===== src/rtl/ifu_ift2mem_pkg.sv =====
// Shared types and constants for the IFU fetch-to-instruction-memory bridge.
// FSM encodings, instruction/bus widths, the fault NOP and the bus OKAY response code.
package ifu_ift2mem_pkg;

    localparam int PC_W    = 32;
    localparam int INSTR_W = 32;
    localparam int ST_W    = 2;

    typedef enum logic [ST_W-1:0] {
        ST_IDLE = 2'd0,
        ST_ADDR = 2'd1,
        ST_DATA = 2'd2,
        ST_HOLD = 2'd3
    } ift2mem_st_e;

    localparam logic [INSTR_W-1:0] INSTR_NOP     = 32'h0000_0013;
    localparam logic [1:0]         MEM_RESP_OKAY = 2'b00;

    function automatic logic pc_aligned(input logic [PC_W-1:0] pc);
        return (pc[1:0] == 2'b00);
    endfunction

endpackage


===== src/rtl/ifu_ift2mem_if.sv =====
// Fetch request/response channels plus the instruction-memory AR/R read bus.
// slave = the bridge's view; master = the fetch unit and memory side driving it.
interface ifu_ift2mem_if;
    import ifu_ift2mem_pkg::*;

    logic               ifu_req_valid;
    logic               ifu_req_ready;
    logic [PC_W-1:0]    ifu_req_pc;
    logic               ifu_rsp_valid;
    logic               ifu_rsp_ready;
    logic [INSTR_W-1:0] ifu_rsp_instr;
    logic               ifu_rsp_err;
    logic               mem_arvalid;
    logic               mem_arready;
    logic [PC_W-1:0]    mem_araddr;
    logic               mem_rvalid;
    logic               mem_rready;
    logic [INSTR_W-1:0] mem_rdata;
    logic [1:0]         mem_rresp;

    modport slave (
        input  ifu_req_valid, ifu_req_pc, ifu_rsp_ready,
        input  mem_arready, mem_rvalid, mem_rdata, mem_rresp,
        output ifu_req_ready, ifu_rsp_valid, ifu_rsp_instr, ifu_rsp_err,
        output mem_arvalid, mem_araddr, mem_rready
    );

    modport master (
        output ifu_req_valid, ifu_req_pc, ifu_rsp_ready,
        output mem_arready, mem_rvalid, mem_rdata, mem_rresp,
        input  ifu_req_ready, ifu_rsp_valid, ifu_rsp_instr, ifu_rsp_err,
        input  mem_arvalid, mem_araddr, mem_rready
    );

endinterface


===== src/rtl/ifu_ift2mem_dfflr.sv =====
// Generic load-enabled flop bank with synchronous active-high reset to zero.
// Latency 1 cycle; holds its value whenever lden is low.
module ifu_ift2mem_dfflr #(
    parameter int DW = 1
) (
    input  logic          clk,
    input  logic          rst,
    input  logic          lden,
    input  logic [DW-1:0] dnxt,
    output logic [DW-1:0] qout
);

    always_ff @(posedge clk) begin
        if (rst) begin
            qout <= '0;
        end else if (lden) begin
            qout <= dnxt;
        end
    end

endmodule


===== src/rtl/ifu_ift2mem.sv =====
// Bridges one IFU fetch PC to a single AR/R instruction read and returns instr + fault.
// Latency: 3 cycles request-to-response on a zero-wait bus, 1 cycle for a misaligned fault.
// Backpressure: one read outstanding; a 1-entry pend buffer absorbs a request while a response is held.
module ifu_ift2mem
    import ifu_ift2mem_pkg::*;
(
    input  logic              clk,
    input  logic              rst,
    ifu_ift2mem_if.slave      bus
);

    logic [ST_W-1:0]    state_q;
    ift2mem_st_e        state_r;
    ift2mem_st_e        state_nxt;
    logic               state_ena;

    logic [PC_W-1:0]    addr_r;
    logic [PC_W-1:0]    addr_nxt;
    logic               addr_ena;

    logic               pend_vld_r;
    logic               pend_vld_nxt;
    logic [PC_W-1:0]    pend_addr_r;
    logic               pend_ena;

    logic [INSTR_W-1:0] instr_r;
    logic [INSTR_W-1:0] instr_nxt;
    logic               err_r;
    logic               err_nxt;
    logic               data_ena;

    logic               req_hsk;
    logic               rsp_hsk;
    logic               issue;
    logic [PC_W-1:0]    issue_pc;
    logic               rresp_err;

    assign state_r = ift2mem_st_e'(state_q);

    // Both ready and valid come only from registered state, so the fetch
    // unit can safely tie rsp_ready to req_ready without forming a loop.
    assign bus.ifu_req_ready = (state_r == ST_IDLE) | ((state_r == ST_HOLD) & ~pend_vld_r);
    assign bus.ifu_rsp_valid = (state_r == ST_HOLD);
    assign bus.ifu_rsp_instr = instr_r;
    assign bus.ifu_rsp_err   = err_r;
    assign bus.mem_arvalid   = (state_r == ST_ADDR);
    assign bus.mem_araddr    = addr_r;
    assign bus.mem_rready    = (state_r == ST_DATA);

    assign req_hsk   = bus.ifu_req_valid & bus.ifu_req_ready;
    assign rsp_hsk   = bus.ifu_rsp_valid & bus.ifu_rsp_ready;
    assign issue_pc  = pend_vld_r ? pend_addr_r : bus.ifu_req_pc;
    assign rresp_err = (bus.mem_rresp != MEM_RESP_OKAY);

    always_comb begin
        state_nxt    = state_r;
        state_ena    = 1'b0;
        addr_nxt     = {issue_pc[PC_W-1:2], 2'b00};
        addr_ena     = 1'b0;
        pend_vld_nxt = pend_vld_r;
        pend_ena     = 1'b0;
        instr_nxt    = INSTR_NOP;
        err_nxt      = 1'b1;
        data_ena     = 1'b0;
        issue        = 1'b0;

        case (state_r)
            ST_IDLE: begin
                issue = req_hsk;
            end
            ST_ADDR: begin
                if (bus.mem_arready) begin
                    state_ena = 1'b1;
                    state_nxt = ST_DATA;
                end
            end
            ST_DATA: begin
                if (bus.mem_rvalid) begin
                    state_ena = 1'b1;
                    state_nxt = ST_HOLD;
                    data_ena  = 1'b1;
                    err_nxt   = rresp_err;
                    instr_nxt = rresp_err ? INSTR_NOP : bus.mem_rdata;
                end
            end
            ST_HOLD: begin
                if (rsp_hsk) begin
                    // Pending entry has priority; a new request cannot also
                    // handshake because req_ready is low while pend is full.
                    if (pend_vld_r | req_hsk) begin
                        issue = 1'b1;
                    end else begin
                        state_ena = 1'b1;
                        state_nxt = ST_IDLE;
                    end
                    if (pend_vld_r) begin
                        pend_ena     = 1'b1;
                        pend_vld_nxt = 1'b0;
                    end
                end else if (req_hsk) begin
                    pend_ena     = 1'b1;
                    pend_vld_nxt = 1'b1;
                end
            end
            default: begin
                state_ena = 1'b1;
                state_nxt = ST_IDLE;
            end
        endcase

        if (issue) begin
            state_ena = 1'b1;
            if (pc_aligned(issue_pc)) begin
                state_nxt = ST_ADDR;
                addr_ena  = 1'b1;
            end else begin
                state_nxt = ST_HOLD;
                data_ena  = 1'b1;
                instr_nxt = INSTR_NOP;
                err_nxt   = 1'b1;
            end
        end
    end

    ifu_ift2mem_dfflr #(.DW(ST_W)) u_state_dff (
        .clk  (clk),
        .rst  (rst),
        .lden (state_ena),
        .dnxt (state_nxt),
        .qout (state_q)
    );

    ifu_ift2mem_dfflr #(.DW(PC_W)) u_addr_dff (
        .clk  (clk),
        .rst  (rst),
        .lden (addr_ena),
        .dnxt (addr_nxt),
        .qout (addr_r)
    );

    ifu_ift2mem_dfflr #(.DW(1)) u_pend_vld_dff (
        .clk  (clk),
        .rst  (rst),
        .lden (pend_ena),
        .dnxt (pend_vld_nxt),
        .qout (pend_vld_r)
    );

    ifu_ift2mem_dfflr #(.DW(PC_W)) u_pend_addr_dff (
        .clk  (clk),
        .rst  (rst),
        .lden (pend_ena),
        .dnxt (bus.ifu_req_pc),
        .qout (pend_addr_r)
    );

    ifu_ift2mem_dfflr #(.DW(INSTR_W)) u_instr_dff (
        .clk  (clk),
        .rst  (rst),
        .lden (data_ena),
        .dnxt (instr_nxt),
        .qout (instr_r)
    );

    ifu_ift2mem_dfflr #(.DW(1)) u_err_dff (
        .clk  (clk),
        .rst  (rst),
        .lden (data_ena),
        .dnxt (err_nxt),
        .qout (err_r)
    );

endmodule


===== src/flat_wrapper.sv =====
// flat-port wrapper written by rule: the top's interface ports become plain ports
module ifu_ift2mem_flat import ifu_ift2mem_pkg::*;
  (clk, rst, bus_ifu_req_valid, bus_ifu_req_pc, bus_ifu_rsp_ready, bus_mem_arready, bus_mem_rvalid, bus_mem_rdata, bus_mem_rresp, bus_ifu_req_ready, bus_ifu_rsp_valid, bus_ifu_rsp_instr, bus_ifu_rsp_err, bus_mem_arvalid, bus_mem_araddr, bus_mem_rready);
  ifu_ift2mem_if bus_i ();
  input  logic clk;
  input  logic rst;
  input wire logic [$bits(bus_i.ifu_req_valid)-1:0] bus_ifu_req_valid;
  input wire logic [$bits(bus_i.ifu_req_pc)-1:0] bus_ifu_req_pc;
  input wire logic [$bits(bus_i.ifu_rsp_ready)-1:0] bus_ifu_rsp_ready;
  input wire logic [$bits(bus_i.mem_arready)-1:0] bus_mem_arready;
  input wire logic [$bits(bus_i.mem_rvalid)-1:0] bus_mem_rvalid;
  input wire logic [$bits(bus_i.mem_rdata)-1:0] bus_mem_rdata;
  input wire logic [$bits(bus_i.mem_rresp)-1:0] bus_mem_rresp;
  output wire logic [$bits(bus_i.ifu_req_ready)-1:0] bus_ifu_req_ready;
  output wire logic [$bits(bus_i.ifu_rsp_valid)-1:0] bus_ifu_rsp_valid;
  output wire logic [$bits(bus_i.ifu_rsp_instr)-1:0] bus_ifu_rsp_instr;
  output wire logic [$bits(bus_i.ifu_rsp_err)-1:0] bus_ifu_rsp_err;
  output wire logic [$bits(bus_i.mem_arvalid)-1:0] bus_mem_arvalid;
  output wire logic [$bits(bus_i.mem_araddr)-1:0] bus_mem_araddr;
  output wire logic [$bits(bus_i.mem_rready)-1:0] bus_mem_rready;
  assign bus_i.ifu_req_valid = bus_ifu_req_valid;
  assign bus_i.ifu_req_pc = bus_ifu_req_pc;
  assign bus_i.ifu_rsp_ready = bus_ifu_rsp_ready;
  assign bus_i.mem_arready = bus_mem_arready;
  assign bus_i.mem_rvalid = bus_mem_rvalid;
  assign bus_i.mem_rdata = bus_mem_rdata;
  assign bus_i.mem_rresp = bus_mem_rresp;
  assign bus_ifu_req_ready = bus_i.ifu_req_ready;
  assign bus_ifu_rsp_valid = bus_i.ifu_rsp_valid;
  assign bus_ifu_rsp_instr = bus_i.ifu_rsp_instr;
  assign bus_ifu_rsp_err = bus_i.ifu_rsp_err;
  assign bus_mem_arvalid = bus_i.mem_arvalid;
  assign bus_mem_araddr = bus_i.mem_araddr;
  assign bus_mem_rready = bus_i.mem_rready;
  ifu_ift2mem u_core (.clk(clk), .rst(rst), .bus(bus_i));
endmodule

===== config.mk =====
export PLATFORM = sky130hd
export DESIGN_NAME = ifu_ift2mem_flat
export DESIGN_NICKNAME = d
export VERILOG_FILES = /design/src/rtl/ifu_ift2mem_pkg.sv /design/src/rtl/ifu_ift2mem_if.sv /design/src/rtl/ifu_ift2mem_dfflr.sv /design/src/rtl/ifu_ift2mem.sv /design/src/flat_wrapper.sv
export SDC_FILE = /design/constraint.sdc
export NUM_CORES = 1
export LEC_CHECK = 0
export ABC_AREA = 1
export BUFFER_PORTS_ARGS = -buffer_cell sky130_fd_sc_hd__buf_2
export CORE_MARGIN = 2
export CORE_UTILIZATION = 52
export CTS_BUF_LIST = sky130_fd_sc_hd__clkbuf_4
export DETAILED_ROUTE_END_ITERATION = 12
export GPL_TIMING_DRIVEN = 0
export HOLD_SLACK_MARGIN = 0.1
export PLACE_DENSITY = 0.82
export SYNTH_ARGS = -nofsm -noshare
export SYNTH_HDL_FRONTEND = slang
export SYNTH_SLANG_ARGS = --single-unit

===== constraint.sdc =====
create_clock -name clk -period 1.75 [get_ports clk]
set_input_delay 0.525 -clock clk [delete_from_list [all_inputs] [get_ports clk]]
set_output_delay 0.525 -clock clk [all_outputs]
set_load 0.02 [all_outputs]

# Word-level counts from Yosys, hierarchy flattened
# Index checks and enable logic that the tools add are counted.
[totals] regBits=98 inputBits=72 out_inout_bits=69 word_cells=63
[op_classes] n_eq_ne=7 muxes=37 n_bitwise=6 n_reduce_logical=7
[ops] op="32-bit 2-to-1 mux" count=6
[ops] op="1-bit 2-to-1 mux" count=22
[ops] op="2-bit 2-to-1 mux" count=6
[ops] op="3-bit by 2-bit inequality test with 1-bit output, second input constant" count=2
[ops] op="3-bit inequality test, second input constant" count=2
[ops] op="2-bit one-hot mux with 3 select lines" count=1
[ops] op="6-bit AND reduction" count=1
[ops] op="2-bit == test, second input constant" count=2
[ops] op="2-bit zero test" count=2
[ops] op="2-bit nonzero test" count=2
[ops] op="4-bit nonzero test" count=1
[ops] op="1-bit AND" count=3
[ops] op="1-bit one-hot mux with 3 select lines" count=1
[ops] op="3-bit AND reduction" count=1
[ops] op="2-bit by 1-bit == test with 1-bit output, second input constant" count=1
[ops] op="1-bit bitwise OR" count=2
[ops] op="1-bit one-hot mux with 2 select lines" count=1
[ops] op="1-bit NOT" count=1

# Depth between registers and ports, before layout
# Gate-level depths: netlist of run 1.
[depth] depth_word=10 ltp_mapped=13 ltp_nobuf=12

# Hierarchy
# Synthesis of run 1 repeated with hierarchy kept, for this count alone.
[hier_totals] cells_unflattened=1010 hier_area_um2=5823.1
[by_module_without_submodules] module="ifu_ift2mem_dfflr (u_core.u_addr_dff ...)" instances=3 cells_per_inst=203 area_each_um2=1338.8 seq_area_each_um2=640.6
[by_module_without_submodules] module="ifu_ift2mem" instances=1 cells_per_inst=374 area_each_um2=1635.3 seq_area_each_um2=0.0
[by_module_without_submodules] module="ifu_ift2mem_dfflr (u_core.u_err_dff ...)" instances=2 cells_per_inst=7 area_each_um2=45.0 seq_area_each_um2=20.0
[by_module_without_submodules] module="ifu_ift2mem_dfflr (u_core.u_state_dff)" instances=1 cells_per_inst=13 area_each_um2=81.3 seq_area_each_um2=40.0

# Least setup slack after synthesis of run 1
# No wires, ideal clock.
[synth_path] path_type="flip-flop to flip-flop" startpoint="register u_core.u_state_dff.qout[0]" endpoint="register u_core.u_instr_dff.qout[15]" setup_time_ps=132 arrival_ps=1659 required_ps=1618 path_slack_ps=-42 stages_incl_launch_ff=13 n_path_buf=2 synth_period_minus_slack_ps=1792 path_cell_list="dfxtp_1 -> ha_1 -> nand2_2 -> nand2_2 -> nand2_2 -> nand2_2 -> nand2_2 -> nand2_4 -> nand3_4 -> buf_6 -> buf_4 -> nand3_1 -> a21oi_1"
[synth_between] elab_chain_cells=9 elab_cells_between_ends=17 cone_classes="eq/ne (2); mux (9); bitwise (5); reduce/logical (1)"
[synth_lines] element="start, declared" line_no="ifu_ift2mem_dfflr.sv:10" text="output logic [DW-1:0] qout"
[synth_lines] element="start signal, assigned" line_no="ifu_ift2mem_dfflr.sv:17" text="qout <= dnxt;"
[synth_lines] element="2-bit == test *" line_no="ifu_ift2mem.sv:43" text="assign bus.ifu_rsp_valid = (state_r == ST_HOLD);"
[synth_lines] element="via bus_ifu_rsp_valid" line_no="flat_wrapper.sv:15" text="output wire logic [$bits(bus_i.ifu_rsp_valid)-1:0] bus_ifu_rsp_valid;"
[synth_lines] element="1-bit AND *" line_no="ifu_ift2mem.sv:42" text="assign bus.ifu_req_ready = (state_r == ST_IDLE) | ((state_r == ST_HOLD) & ~pend_vld_r);"
[synth_lines] element="1-bit bitwise OR *" line_no="ifu_ift2mem.sv:42"
[synth_lines] element="via bus_ifu_req_ready" line_no="flat_wrapper.sv:14" text="output wire logic [$bits(bus_i.ifu_req_ready)-1:0] bus_ifu_req_ready;"
[synth_lines] element="1-bit AND *" line_no="ifu_ift2mem.sv:50" text="assign req_hsk = bus.ifu_req_valid & bus.ifu_req_ready;"
[synth_lines] element="1-bit bitwise OR" line_no="ifu_ift2mem.sv:90" text="if (pend_vld_r | req_hsk) begin"
[synth_lines] element="1-bit 2-to-1 mux" line_no="ifu_ift2mem.sv:90"
[synth_lines] element="1-bit 2-to-1 mux" line_no="ifu_ift2mem.sv:87" text="if (rsp_hsk) begin"
[synth_lines] element="1-bit one-hot mux with 2 select lines *" line_no="ifu_ift2mem.sv:67" text="case (state_r)"
[synth_lines] element="32-bit 2-to-1 mux or 1-bit 2-to-1 mux (tied branches)" line_no="ifu_ift2mem.sv:111" text="if (issue) begin"
[synth_lines] element="end signal, assigned" line_no="ifu_ift2mem_dfflr.sv:17"
[synth_lines] element="end, declared" line_no="ifu_ift2mem_dfflr.sv:10"
# Mark *: on every way through the listed nets, which the timed path passes. The rest lies on a longest branch.
# A chain may end at the register's enable or synchronous reset.

# Worst setup path in the final report of run 1
[layout_path] startpoint="register u_core.u_state_dff.qout[0]" endpoint="output port bus_ifu_req_ready"
[layout_between] elab_chain_cells=3 elab_cells_between_ends=4 cone_classes="eq/ne (1); bitwise (2); reduce/logical (1)"
[layout_lines] element="2-bit == test" line_no="ifu_ift2mem.sv:42"
[layout_lines] element="1-bit AND" line_no="ifu_ift2mem.sv:42"
[layout_lines] element="1-bit bitwise OR *" line_no="ifu_ift2mem.sv:42"
[layout_lines] element="end, declared" line_no="flat_wrapper.sv:14"
# Mark *: on every way between the ends. The rest lies on a longest branch, timed or not.

==> results by group, run 1 <==
Timing
  – Setup ws final: -0.0713 ns
  – Final Setup Violations: 2
  – RSZ-0062 raised after global routing: yes
  – Layout Skew: 0.0174 ns
  – Max-slew violations: 0
  – Fmax achieved: 0.549 GHz
  – Post-layout min period: 1.82 ns
  – Final hold vios: 0
  – Period utilisation layout: 104%

Place
  – Global placement routability congestion: 0.808
  – Number of I/O port buffers: 137
  – Detail Placement HPWL: 7880 um

Global route
  – Global-route wire length before repair: 17600 um
  – Grt ovf: 0
  – Vias in the first global route: 3848
  – Gr usage total: 25.1%
  – Antenna violations before repair: 0
  – Largest net degree at the start of global routing: 16

Synthesis
  – Synthesized area per cell: 7.21 sq um
  – Most used standard cell by instance count after synthesis: nand2_1
  – Largest area contributor in the netlist: dfxtp_1
  – Syn Std Cell Area: 4180 sq um
  – Mux cell area share after synthesis: 0%
  – Synth cell types: 23
  – Post-synth top cells: 168 x nand2_1, 98 x dfxtp_1, 73 x nor2_1
  – Top cells by area, synth: dfxtp_1 47%, nand2_1 15%, a21oi_1 7.4%, nand3_1 7.1%, nor2_1 6.6%
  – Post-synth top area share: 47.0%
  – EDFF count, synth: 0
  – Sequential fraction of the synthesis area: 47.0%
  – Synth Area in XOR/XNOR: 0%
  – Most used DFF post-synth: dfxtp_1
  – Largest family of logic cells by synthesized area: simple AND/OR/NAND/NOR gates
  – Synth Area in Simple Gates: 31.7%
  – Synth Instances: 579
  – Async SR Flop Fraction: 0%
  – Post-synthesis register bit count: 98
  – Synth warnings: 0
  – Compound-Gate Fraction of Synth Area: 12.2%
  – Fraction of the mapped netlist area in adder cells: 1.50%

Power and ir drop
  – PwrDens: 1140 nW/um^2
  – Maximum vdd drop: 0.604 mV
  – Total chip power: 6.20 mW
  – P_leak: 2.48 nW

Clock tree
  – Clock slew at reported path FFs: 0.15 ns
  – CTS tree: done
  – CTS Sinks: 98
  – Root buf cell: clkbuf_4
  – H-tree level count: 3
  – Worst-Skew Late Latency: 0.43 ns
  – Maximum clock path buffer count: 2
  – CTS Buf Count: 9

Detailed routing
  – Starting DRT DRC Count: 199
  – Detailed-route DRC error count: 0
  – WL/cell: 13.4 um
  – Routed vias: 4318
  – WL final: 11400 um
  – Antenna Nets Post-Route: 0
  – 1st-pass router iterations: 4
  – Post-DR vias/cell: 5.10

Layout
  – Ant diodes: 0
  – Synthesis-to-finish area growth: 29.7%
  – Post-layout util: 69.7%
  – FILL cells: 664
  – Proportion of layout cells with a drive suffix above 1: 29.0%
  – NumNets Final: 816
  – Area of the multi-input gates: 1990 sq um
  – Seq. cell area: 1970 sq um

Status
  – Failing checks: negative setup slack
  – Status: finished, violations left

Floorplan
  – Die height: 93.6 um
  – Die X: 93.6 um
  – I/O pin cnt: 141
  – Std-Cell Rows: 32
  – Core footprint: 7770 sq um
  – Die ar.: 8760 sq um
  – Initial Util: 53.8%

Setup path
  – Worst-path fanout max: 3
  – Worst Setup Start Kind: flip-flop
  – CP Capture Type: primary output
  – CP arrival: 1.30 ns
  – Setup Crit Path Kind: flip-flop to primary output
  – Worst path required time: 1.22 ns

Job
  – Max-cap viol count: 0

Hold path
  – Hold crit path type: input port to flip-flop
-- registers in the layout, indices dropped and copies added (netlist names) --
| name | cells |
|---|---|
| u_core.u_err_dff.qout | 1 |
| u_core.u_instr_dff.qout | 32 |
| u_core.u_pend_vld_dff.qout | 1 |
| u_core.u_pend_addr_dff.qout | 32 |
| u_core.u_addr_dff.qout | 30 |
| u_core.u_state_dff.qout | 2 |
-- worst max-delay path: stages (launching register included) --
cell and delay (ns):
dfxtp_4 0.42, inv_6 0.05, ha_4 0.15, inv_2 0.07, nand2_4 0.06, buf_6 0.13
-- power breakdown --
part / switching [mW] / leakage [nW] / internal, mW
Sequential: 0.127 / 0.794 / 2.44
Clock: 0.734 / 0.0675 / 0.441
Combinational: 1.43 / 1.62 / 1.04
-- cells by family (layout without fill, tap and decap cells) --
group | count (synthesis) | in the layout
buffers and inverters | 61 | 225
and+or+nand+nor | 315 | 315
adders and majority gates | 5 | 5
other | 1 | 2
AOI/OAI and AO/OA | 99 | 99
DFF | 98 | 98
-- cell type report --
type / instances / area share, %
buffer: 45 / 5.52
clock buffer: 10 / 1.39
clock inverter: 6 / 1.06
inverter: 16 / 1.34
multi-input combinational: 421 / 36.8
sequential: 98 / 36.4
tap: 102 / 2.36
timing repair buffer: 148 / 15.2
-- through the flow --
step / worst slack [ns] / hold WS (ns) / std cells / area (sq um) / TNS (ns)
2_1_floorplan: -0.0164 / 0.455 / 580 / 4180 / -0.473
6_report: -0.0713 / 0.339 / 846 / 5420 / -0.0830
5_1_grt: -0.123 / 0.319 / 846 / 5420 / -1.22
3_3_place_gp: -0.258 / 0.450 / 819 / 4990 / -9.32
4_1_cts: -0.0763 / 0.325 / 840 / 5250 / -0.138
3_5_place_dp: -0.293 / 0.453 / 819 / 4990 / -11.09
-- per-layer routing --
layer | track usage (%) | wire [um]
met5 | 0 | 0
met4 | 10.0 | 204
met3 | 4.11 | 669
met2 | 41.2 | 5640
met1 | 33.1 | 4850
-- worst paths after layout --
| check | cells past startpoint | end | slack [ns] | start |
|---|---|---|---|---|
| setup / recovery | 5 | bus_ifu_req_ready | -0.07 | u_core.u_state_dff.qout[0]$_SDFFE_PP0P_ |
| hold / removal | 3 | u_core.u_instr_dff.qout[15]$_SDFFE_PP0P_ | 0.34 | bus_mem_rdata[15] |
| setup reg to reg | 13 | u_core.u_instr_dff.qout[4]$_SDFFE_PP0P_ | 0.04 | u_core.u_state_dff.qout[0]$_SDFFE_PP0P_ |
| hold reg to reg | 2 | u_core.u_addr_dff.qout[7]$_SDFFE_PP0P_ | 0.47 | u_core.u_addr_dff.qout[7]$_SDFFE_PP0P_ |
-- layout by cell type, fill, tap and decap left out, drive strengths merged, types with 3 or more instances in the layout --
cell type  instances
buf              165
nand3b             6
a21oi             62
nor2              73
nand3             61
clkbuf            38
o21ai             35
inv               16
ha                 5
dfxtp             98
clkinv             3
nand2            174
-- what timing repair did --
item | in CTS | in global routing
gates resized for setup | 26 | 37
setup endpoints to repair | 64 | 74
gates cloned | 0 | 2
pin swaps | 3 | 4
hold buffers | 0 | 0
setup buffers | 5 | 4
(Power assumes the default switching activity.)
==> run 2, diff against run 1 <==
==> constraint.sdc (replaced) <==
create_clock -name clk -period 1.75 [get_ports clk]
set_input_delay 0.35 -clock clk [delete_from_list [all_inputs] [get_ports clk]]
set_output_delay 0.35 -clock clk [all_outputs]
set_load 0.02 [all_outputs]
==> results by group, run 2 (same netlist as run 1, synthesis figures left out) <==
Global route
  – Grt ovf: 0 (unchanged)
  – Gr usage total: 24.8% (-0.32 points)
  – Global-route wire length before repair: 17400 um (-1.2%)
  – Largest net degree at the start of global routing: 16 (unchanged)
  – Vias in the first global route: 3808 (-1.0%)
  – Antenna violations before repair: 0 (unchanged)

Job
  – Max-cap viol count: 0 (unchanged)

Timing
  – Measured slew at the worst slew-check pin: 0.594 ns
  – RSZ-0062 raised after global routing: yes
  – Slew HR: 60.4%
  – Max-slew violations: 0 (unchanged)
  – Hold slack: 0.155 ns (-0.185 ns)
  – Period utilisation layout: 103% (-0.58 points)
  – Total negative slack: -0.120 ns (-0.0367 ns)
  – Setup ws final: -0.0612 ns (+0.0101 ns)
  – Layout Skew: 0.0180 ns (+0.000656 ns)
  – Final hold vios: 0 (unchanged)
  – Final Setup Violations: 3 (+1)
  – Fmax achieved: 0.552 GHz (+0.56%)
  – Post-layout min period: 1.81 ns (-0.0101 ns)

Floorplan
  – Die height: 93.6 um (unchanged)
  – Initial Util: 53.8% (unchanged)
  – Die ar.: 8760 sq um (unchanged)
  – Std-Cell Rows: 32 (unchanged)
  – Core footprint: 7770 sq um (unchanged)
  – I/O pin cnt: 141 (unchanged)
  – Die X: 93.6 um (unchanged)

Clock tree
  – H-tree level count: 3 (unchanged)
  – Worst-Skew Late Latency: 0.43 ns (about the same)
  – CTS tree: done
  – CTS Sinks: 98 (unchanged)
  – Maximum clock path buffer count: 2 (unchanged)
  – Clock slew at reported path FFs: 0.15 ns (about the same)
  – Post-CTS Hold Buffers: 0 (unchanged)
  – Root buf cell: clkbuf_4
  – CTS Buf Count: 9 (unchanged)

Layout
  – Commonest non-fill, non-tap cell in the layout: nand2_1
  – Synthesis-to-finish area growth: 32.6%
  – Ant diodes: 0 (unchanged)
  – Commonest cells after routing, fill and taps aside: 166 x nand2_1, 138 x buf_2, 96 x dfxtp_1, 73 x nor2_1, 53 x a21oi_1
  – NumNets Final: 813 (-0.37%)
  – Post-layout util: 71.3% (+1.5 points)
  – Biggest regs: u_core.u_instr_dff.qout (32), u_core.u_pend_addr_dff.qout (32), u_core.u_addr_dff.qout (30)
  – Cell Count, Final, Fillers Out: 843 (-0.35%)
  – FILL cells: 644 (-3.0%)
  – Proportion of layout cells with a drive suffix above 1: 31.2% (+2.1 points)

Setup path
  – Worst Setup Start Kind: flip-flop
  – Crit Reg-Reg Startpoint: u_core.u_state_dff.qout[0]$_SDFFE_PP0P_
  – Reg2Reg Depth: 7 (-6)
  – CP Capture Type: flip-flop
  – Setup Crit Path Kind: flip-flop to flip-flop
  – Worst Setup SP: u_core.u_state_dff.qout[0]$_SDFFE_PP0P_
  – CP arrival: 2.15 ns (+0.85 ns)
  – Worst path required time: 2.09 ns (+0.87 ns)
  – R2R setup slack: -0.06 ns (-0.10 ns)
  – Setup crit end: u_core.u_instr_dff.qout[23]$_SDFFE_PP0P_
  – R2R Path End: u_core.u_instr_dff.qout[23]$_SDFFE_PP0P_
  – Worst-path fanout max: 10 (+7)

Power and ir drop
  – Sw Pwr: 2.33 mW (+2.0%)
  – Sequential share of power: 40.9% (-0.4 points)
  – Net Sw Frac: 37.2% (+0.36 points)
  – Pint: 3.93 mW (+0.40%)
  – P_leak: 2.51 nW (+1.2%)
  – PwrDens: 1130 nW/um^2 (-1.2%)
  – Combinational share of power: 40.3% (+0.6 points)
  – Maximum vdd drop: 0.608 mV (+0.65%)
  – Clock power frac: 18.8% (about the same)

Detailed routing
  – 1st-pass router iterations: 4 (unchanged)
  – WL/cell: 14.0 um (+4.1%)
  – Post-DR vias/cell: 5.20 (+1.9%)
  – Detailed-route DRC error count: 0 (unchanged)
  – Routed vias: 4383 (+1.5%)
  – Antenna Nets Post-Route: 0 (unchanged)
  – Starting DRT DRC Count: 211 (+6.0%)
  – WL final: 11800 um (+3.7%)

Hold path
  – Hold crit path type: input port to flip-flop

Status
  – Failing checks: negative setup slack
  – Status: finished, violations left

Place
  – Cells after DPL: 819 (unchanged)
  – Global placement routability congestion: 0.808 (unchanged)
  – Detail Placement HPWL: 7880 um (unchanged)
  – Number of I/O port buffers: 137 (unchanged)
-- run 2: cell types whose count changed in the layout (fill, tap and decap cells not counted), moves of 2 or more --
cell,change
inv_4,+2
a21oi_2,+6
clkbuf_16,+2
nand3_2,+11
a21oi_1,-6
nand3_1,-12
nand2_2,-5
nand2_4,+5
inv_6,-2
clkbuf_4,+2
buf_4,-9
-- run 2: power by group through the flow --
stage / logic [mW] / clock network, mW / registers, mW
final: 2.53 / 1.18 / 2.56
after global routing: 2.73 / 1.29 / 2.58
after CTS: 1.93 / 1.19 / 2.53
after detailed placement: 1.90 / 0 / 2.57
after global placement: 1.85 / 0 / 2.56
after floorplan: 1.22 / 0 / 2.69
-- run 2: cell type report --
type	count	area, sq um	area share [%]
multi-input cells	421	2100	37.9
flip-flops and latches	98	1970	35.6
repair buffers	145	822	14.9
plain buffers	45	319	5.76
well taps	102	128	2.31
clock buffers	10	75.1	1.36
inverters	16	67.6	1.22
clock inverters	6	57.6	1.04
-- run 2: metrics by stage --
stage               area, sq um  setup slack, ns  power (mW)
finish                     5540          -0.0612        6.26
CTS                        5150          0.00894        5.64
detailed placement         4990           -0.290        4.46
global route               5540           -0.123        6.60
floorplan                  4180          -0.0164        3.92
global placement           4990           -0.211        4.41
-- run 2: worst max-delay path, stage by stage (launching register included) --
cell     delay (ns)
dfxtp_4        0.39
inv_4          0.08
ha_2           0.23
nand2_4        0.10
nor3_4         0.37
buf_6          0.21
nand3_1        0.10
a21oi_1        0.23
-- run 2: what timing repair did --
action | CTS | global route
resized for setup | 11 | 72
gates cloned | 0 | 4
setup buffers | 0 | 4
endpoints found under the setup margin | 61 | 92
pin swaps | 0 | 18
-- run 2: routing by layer --
layer	vias to the layer above	part of all wire, %	GRT usage (%)
li1	2188	-	-
met1	2011	41	32.7
met2	159	50	40.5
met3	25	5.9	4.19
met4	0	2.6	10.1
met5	-	0	0
-- run 2: worst min-delay path by stage --
| stage | slack [ns] | cells past startpoint | endpoint | start |
|---|---|---|---|---|
| global placement | 0.45 | 2 | u_core.u_addr_dff.qout[25]$_SDFFE_PP0P_ | u_core.u_addr_dff.qout[25]$_SDFFE_PP0P_ |
| finish | 0.15 | 3 | u_core.u_instr_dff.qout[15]$_SDFFE_PP0P_ | bus_mem_rdata[15] |
| CTS | 0.15 | 3 | u_core.u_instr_dff.qout[17]$_SDFFE_PP0P_ | bus_mem_rdata[17] |
| global route | 0.14 | 3 | u_core.u_pend_addr_dff.qout[17]$_SDFFE_PP0P_ | bus_ifu_req_pc[17] |
| floorplan | 0.45 | 2 | u_core.u_pend_addr_dff.qout[2]$_SDFFE_PP0P_ | u_core.u_pend_addr_dff.qout[2]$_SDFFE_PP0P_ |
| detailed placement | 0.45 | 2 | u_core.u_addr_dff.qout[7]$_SDFFE_PP0P_ | u_core.u_addr_dff.qout[7]$_SDFFE_PP0P_ |
